==> src/rtl/mips_pkg.sv <==
// Shared definitions for the multi-cycle MIPS controller: opcode/funct
// encodings, ALU operation codes, the controller state encoding and the
// bundle of control signals driven each cycle.
package mips_pkg;

    // Instruction opcodes, IR[31:26]
    localparam logic [5:0] OP_RTYPE = 6'b000000;
    localparam logic [5:0] OP_LW    = 6'b100011;
    localparam logic [5:0] OP_SW    = 6'b101011;
    localparam logic [5:0] OP_BEQ   = 6'b000100;
    localparam logic [5:0] OP_J     = 6'b000010;
    localparam logic [5:0] OP_ADDI  = 6'b001000;

    // R-type function codes, IR[5:0]
    localparam logic [5:0] FN_ADD = 6'b100000;
    localparam logic [5:0] FN_SUB = 6'b100010;
    localparam logic [5:0] FN_SLT = 6'b101010;

    // ALU operation codes
    localparam logic [3:0] ALU_ADD = 4'b0010;
    localparam logic [3:0] ALU_SUB = 4'b0110;
    localparam logic [3:0] ALU_SLT = 4'b0000;

    // Controller states; encodings are visible on state_o for debug
    typedef enum logic [3:0] {
        S_IDLE   = 4'd0,
        S_FETCH  = 4'd1,
        S_DECODE = 4'd2,
        S_MEMADR = 4'd3,
        S_MEMRD  = 4'd4,
        S_MEMWB  = 4'd5,
        S_MEMWR  = 4'd6,
        S_EXEC   = 4'd7,
        S_ALUWB  = 4'd8,
        S_BRANCH = 4'd9,
        S_JUMP   = 4'd10,
        S_ADDIEX = 4'd11,
        S_ADDIWB = 4'd12,
        S_TRAP   = 4'd13
    } state_t;

    // All datapath controls in one bundle so a state can start from all-zero
    typedef struct packed {
        logic       pc_en;
        logic       iord;
        logic       mem_read;
        logic       mem_write;
        logic       ir_write;
        logic       reg_dst;
        logic       mem_to_reg;
        logic       reg_write;
        logic       alu_src_a;
        logic [1:0] alu_src_b;
        logic [3:0] alu_ct;
        logic [1:0] pc_src;
        logic       illegal_op;
    } ctrl_t;

endpackage

==> src/rtl/mc_ctrl_alu_dec.sv <==
// R-type function decoder: maps funct to the ALU operation code and flags
// whether the function is one this core implements.
module mc_alu_dec
    import mips_pkg::*;
(
    input  logic [5:0] funct,
    output logic [3:0] alu_ct,
    output logic       legal
);

    // Decode funct; unsupported codes yield alu_ct=0 and legal=0
    always_comb begin
        // NOTE: every output gets a default before the case so no latch is inferred.
        alu_ct = 4'b0000;
        legal  = 1'b1;
        case (funct)
            FN_ADD:  alu_ct = ALU_ADD;
            FN_SUB:  alu_ct = ALU_SUB;
            FN_SLT:  alu_ct = ALU_SLT;
            default: legal  = 1'b0;
        endcase
    end

endmodule

==> src/rtl/mc_ctrl.sv <==
// Multi-cycle MIPS main controller: Moore FSM sequencing the shared ALU,
// memory port, IR, PC and register file through fetch/decode/execute/
// memory/writeback. WAIT_MEM=1 stalls memory states on mem_ready.
// Optional feature macro: MC_CTRL_ILLEGAL_TRAP_EN -- when defined, an
// illegal opcode or funct parks the FSM in TRAP with illegal_op=1 until
// reset; otherwise the instruction is dropped as a NOP.
module mc_ctrl
    import mips_pkg::*;
#(
    parameter int WAIT_MEM = 1
) (
    input  logic       clk,
    input  logic       rst,
    input  logic [5:0] opcode,
    input  logic [5:0] funct,
    input  logic       alu_zero,
    input  logic       mem_ready,
    output logic       pc_en,
    output logic       iord,
    output logic       mem_read,
    output logic       mem_write,
    output logic       ir_write,
    output logic       reg_dst,
    output logic       mem_to_reg,
    output logic       reg_write,
    output logic       alu_src_a,
    output logic [1:0] alu_src_b,
    output logic [3:0] alu_ct,
    output logic [1:0] pc_src,
    output logic       illegal_op,
    output logic [3:0] state_o
);

`ifdef MC_CTRL_ILLEGAL_TRAP_EN
    localparam state_t ILLEGAL_NEXT = S_TRAP;
`else
    localparam state_t ILLEGAL_NEXT = S_FETCH;
`endif

    state_t     state;
    state_t     next_state;
    ctrl_t      ctrl;
    logic [3:0] dec_alu_ct;
    logic       dec_legal;
    logic       mem_done;

    mc_alu_dec u_alu_dec (
        .funct  (funct),
        .alu_ct (dec_alu_ct),
        .legal  (dec_legal)
    );

    // A memory access completes on mem_ready, or every cycle when not waiting
    assign mem_done = (WAIT_MEM == 0) || mem_ready;

    // State register; reset forces IDLE so every strobe drops at once
    always_ff @(posedge clk or negedge rst) begin
        // NOTE: sequential state uses non-blocking assignment so all flops update together.
        if (!rst) state <= S_IDLE;
        else      state <= next_state;
    end

    // Next-state and Moore outputs; unused encodings fall to FETCH with outputs 0
    always_comb begin
        ctrl       = '0;
        next_state = S_FETCH;
        case (state)
            S_IDLE: next_state = S_FETCH;
            S_FETCH: begin
                ctrl.mem_read  = 1'b1;
                ctrl.alu_src_b = 2'b01;
                ctrl.alu_ct    = ALU_ADD;
                if (mem_done) begin
                    ctrl.ir_write = 1'b1;
                    ctrl.pc_en    = 1'b1;
                    next_state    = S_DECODE;
                end else begin
                    next_state    = S_FETCH;
                end
            end
            S_DECODE: begin
                ctrl.alu_src_b = 2'b11;
                ctrl.alu_ct    = ALU_ADD;
                case (opcode)
                    OP_LW, OP_SW: next_state = S_MEMADR;
                    OP_RTYPE:     next_state = S_EXEC;
                    OP_BEQ:       next_state = S_BRANCH;
                    OP_J:         next_state = S_JUMP;
                    OP_ADDI:      next_state = S_ADDIEX;
                    default:      next_state = ILLEGAL_NEXT;
                endcase
            end
            S_MEMADR: begin
                ctrl.alu_src_a = 1'b1;
                ctrl.alu_src_b = 2'b10;
                ctrl.alu_ct    = ALU_ADD;
                next_state     = (opcode == OP_SW) ? S_MEMWR : S_MEMRD;
            end
            S_MEMRD: begin
                ctrl.iord     = 1'b1;
                ctrl.mem_read = 1'b1;
                next_state    = mem_done ? S_MEMWB : S_MEMRD;
            end
            S_MEMWB: begin
                ctrl.mem_to_reg = 1'b1;
                ctrl.reg_write  = 1'b1;
            end
            S_MEMWR: begin
                ctrl.iord      = 1'b1;
                ctrl.mem_write = 1'b1;
                next_state     = mem_done ? S_FETCH : S_MEMWR;
            end
            S_EXEC: begin
                ctrl.alu_src_a = 1'b1;
                ctrl.alu_ct    = dec_alu_ct;
                next_state     = dec_legal ? S_ALUWB : ILLEGAL_NEXT;
            end
            S_ALUWB: begin
                ctrl.reg_dst   = 1'b1;
                ctrl.reg_write = 1'b1;
            end
            S_BRANCH: begin
                ctrl.alu_src_a = 1'b1;
                ctrl.alu_ct    = ALU_SUB;
                ctrl.pc_src    = 2'b01;
                ctrl.pc_en     = alu_zero;
            end
            S_JUMP: begin
                ctrl.pc_src = 2'b10;
                ctrl.pc_en  = 1'b1;
            end
            S_ADDIEX: begin
                ctrl.alu_src_a = 1'b1;
                ctrl.alu_src_b = 2'b10;
                ctrl.alu_ct    = ALU_ADD;
                next_state     = S_ADDIWB;
            end
            S_ADDIWB: ctrl.reg_write = 1'b1;
`ifdef MC_CTRL_ILLEGAL_TRAP_EN
            S_TRAP: begin
                ctrl.illegal_op = 1'b1;
                next_state      = S_TRAP;
            end
`endif
            default: next_state = S_FETCH;
        endcase
    end

    assign pc_en      = ctrl.pc_en;
    assign iord       = ctrl.iord;
    assign mem_read   = ctrl.mem_read;
    assign mem_write  = ctrl.mem_write;
    assign ir_write   = ctrl.ir_write;
    assign reg_dst    = ctrl.reg_dst;
    assign mem_to_reg = ctrl.mem_to_reg;
    assign reg_write  = ctrl.reg_write;
    assign alu_src_a  = ctrl.alu_src_a;
    assign alu_src_b  = ctrl.alu_src_b;
    assign alu_ct     = ctrl.alu_ct;
    assign pc_src     = ctrl.pc_src;
    assign illegal_op = ctrl.illegal_op;
    assign state_o    = state;

endmodule

==> config.mk <==
export PLATFORM = sky130hd
export DESIGN_NAME = mc_ctrl
export DESIGN_NICKNAME = d
export VERILOG_FILES = /design/src/rtl/mips_pkg.sv /design/src/rtl/mc_ctrl_alu_dec.sv /design/src/rtl/mc_ctrl.sv
export SDC_FILE = /design/constraint.sdc
export NUM_CORES = 1
export LEC_CHECK = 0
export ABC_AREA = 0
export CAP_MARGIN = 5
export CORE_UTILIZATION = 30
export CTS_CLUSTER_DIAMETER = 80
export DETAILED_ROUTE_END_ITERATION = 8
export PLACE_DENSITY = 0.69
export SLEW_MARGIN = 5
export SYNTH_ARGS = -nofsm -noshare
export SYNTH_HDL_FRONTEND = slang
export SYNTH_SLANG_ARGS = --single-unit
==> constraint.sdc <==
create_clock -name clk -period 3.35 [get_ports clk]
set_clock_uncertainty 0.05 [all_clocks]
set_input_delay 0.8375 -clock clk [delete_from_list [all_inputs] [get_ports clk]]
set_output_delay 0.8375 -clock clk [all_outputs]
set_load 0.005 [all_outputs]
==> flow_summary.json <==
{
  "cp_max_fo": 3,
  "largest_reg_flops": 4,
  "synthMostInstantiatedCell": "nor2_1",
  "reg2reg_setup_slack_ps": 1730,
  "synth_area_leader_cell": "dfrtp_1",
  "ir_drop_mv": 0.298,
  "yosysSeqAreaShare_pct": 17.1,
  "htreeDepth": 1,
  "wl_per_cell_um": 11.5,
  "postRouteAntennaNets": 0,
  "viasPerCell": 5.01,
  "outcome": "finished clean",
  "fmax_mhz": 307,
  "startpoint": "funct[0]",
  "grt_pass1_vias": 596,
  "layout_setup_ws_ps": 87.4,
  "ys_warn_count": 0,
  "power.leakage_nw": 0.387,
  "dieArea_um2": 2130,
  "rsz0062_at_grt": "false",
  "start_util_pct": 32.8,
  "final_area_um2": 961,
  "first_pass_iters": 4,
  "end_kind": "output pin",
  "grt_pass1_wl_um": 2530,
  "drt_iter0_drc": 7,
  "place_ws_ps": -26.2,
  "r2r_start": "state_o[0]",
  "hpwl_um": 1150,
  "totalWireLength_um": 1560,
  "hold_buffers": 0,
  "core.rowCount": 15,
  "cap_violations": 0,
  "cp.required_ps": 2460,
  "worstPathArrival_ps": 2380,
  "synth_common_cells": "10 x nor2_1, 8 x nand2b_1, 5 x buf_4, 4 x dfrtp_1, 4 x nor3_1",
  "cp-endpoint": "alu_ct[2]",
  "cts.sinks": 4,
  "clk_latency_ps": 240,
  "drive_above_1_share_pct": 9.01,
  "crit_type": "primary input to output pin",
  "synthToLayoutAreaGrowth_pct": 64.5,
  "grt_overflow": 0,
  "finalHoldViolCount": 0,
  "grt_max_degree": 22,
  "synth_top_area_share_pct": 17.1,
  "synthCells": 78,
  "post_dp_cell_area_um2": 920,
  "fin_crit_sh_pct": 97.4,
  "synth-edff-count": 0,
  "cts_buffers": 3,
  "synth_area_leaders": "dfrtp_1 17%, nand2b_1 8.6%, buf_4 6.4%",
  "maxSlewHeadroom_pct": 56.2,
  "avgSynthCellArea_um2": 7.49,
  "clock_path_buffers": 2,
  "fin_nets": 129,
  "ys_ff_latch": 4,
  "n_fill_cell": 177,
  "core_um2": 1780,
  "clk_pin_slew_worst_paths_ps": 40,
  "fin_crit_ps": 3260,
  "drc_errors": 0,
  "clock-root-buffer": "clkbuf_4",
  "crit_path_start_kind": "primary input",
  "grt_usage_pct": 16.5,
  "io_buffers": 34,
  "num_antenna_cells": 0,
  "antenna_found_initial": 0,
  "ys.flop_type": "dfrtp_1",
  "hold_path_class": "primary input to async pin",
  "tightest_slew_ps": 657,
  "gp_congestion": 0.806,
  "setup_viol": 0,
  "io_pins": 38,
  "die_w_um": 46.1,
  "synthesis.area_um2": 584,
  "slew_viol_final": 0,
  "netlist-cell-type-count": 39,
  "cts_tree": "done",
  "die_h_um": 46.1,
  "vias": 682,
  "async_reset_ff_share_pct": 100,
  "r2r_end": "state_o[0]",
  "reg2reg_depth": 3,
  "power_density_nw_per_um2": 559
}
[layer usage]
| metal | vias up | GRT usage [%] | part of all wire, % |
|---|---|---|---|
| met5 | - | 0 | 0 |
| met1 | 303 | 19.8 | 46 |
| met3 | 2 | 2.75 | 4.4 |
| li1 | 349 | - | - |
| met4 | 0 | 8.82 | 0.96 |
| met2 | 28 | 27.9 | 49 |
[logic make-up after synthesis]
family	Yosys count	share of synthesized area, %
and+or+nand+nor	42	43.5
AOI/OAI and AO/OA	20	25.1
buffers and inverters	9	10.7
DFF	4	17.1
xor gates and xnor gates	2	3.00
other	1	0.642
[through the flow]
step	TNS [ps]	utilization (%)	power, W	std cells	hold WS [ps]
global placement	0	51.6	0.000475	133	738
finish	0	53.9	0.000537	136	744
floorplan	0	-	0.000308	80	492
detailed placement	-26.2	51.6	0.000478	133	746
CTS	0	53.6	0.000542	136	744
global route	0	53.9	0.000587	136	756
[repair_timing]
action                     4_1_cts  5_1_grt
resized for setup                2        2
setup buffers                    0        0
setup endpoints to repair        1        2
pin swaps                        0        1
[how the worst min path moves through the flow]
| stage | startpoint | to | slack, ps |
|---|---|---|---|
| floorplan | rst | state_o[0] | 490 |
| global placement | state_o[1] | state_o[3] | 740 |
| detailed placement | state_o[1] | state_o[3] | 750 |
| CTS | rst | state_o[3] | 740 |
| global route | rst | state_o[2] | 760 |
| finish | rst | state_o[3] | 740 |
[cell type report]
type | instances | area [µm²] | area share [%]
inverter | 1 | 3.75 | 0.391
tap | 25 | 31.3 | 3.26
clock buffer | 3 | 22.5 | 2.34
timing repair buffer | 36 | 360 | 37.5
sequential | 4 | 100 | 10.4
multi-input combinational | 67 | 443 | 46.1
[layout by cell type, fill, tap and decap left out, types with 3 or more instances in the layout]
cell type / n
nor2_1: 10
nor3_1: 4
nand3b_1: 3
clkbuf_4: 3
nor2b_1: 3
conb_1: 3
clkdlybuf4s50_1: 32
dfrtp_1: 4
nand2b_1: 8
[power breakdown]
part	switching, W	internal, W	total [W]
sequential	0.0000750	0.0000631	0.000138
combinational	0.000117	0.000222	0.000339
clock	0.0000198	0.0000401	0.0000598
[worst max-delay path: stages]
cell and delay (ps):
clkdlybuf4s50_1 450, nor4b_4 260, nor3b_2 210, o21a_1 120, clkdlybuf4s50_1 490
No activity file was read; power rests on OpenSTA's default activity.
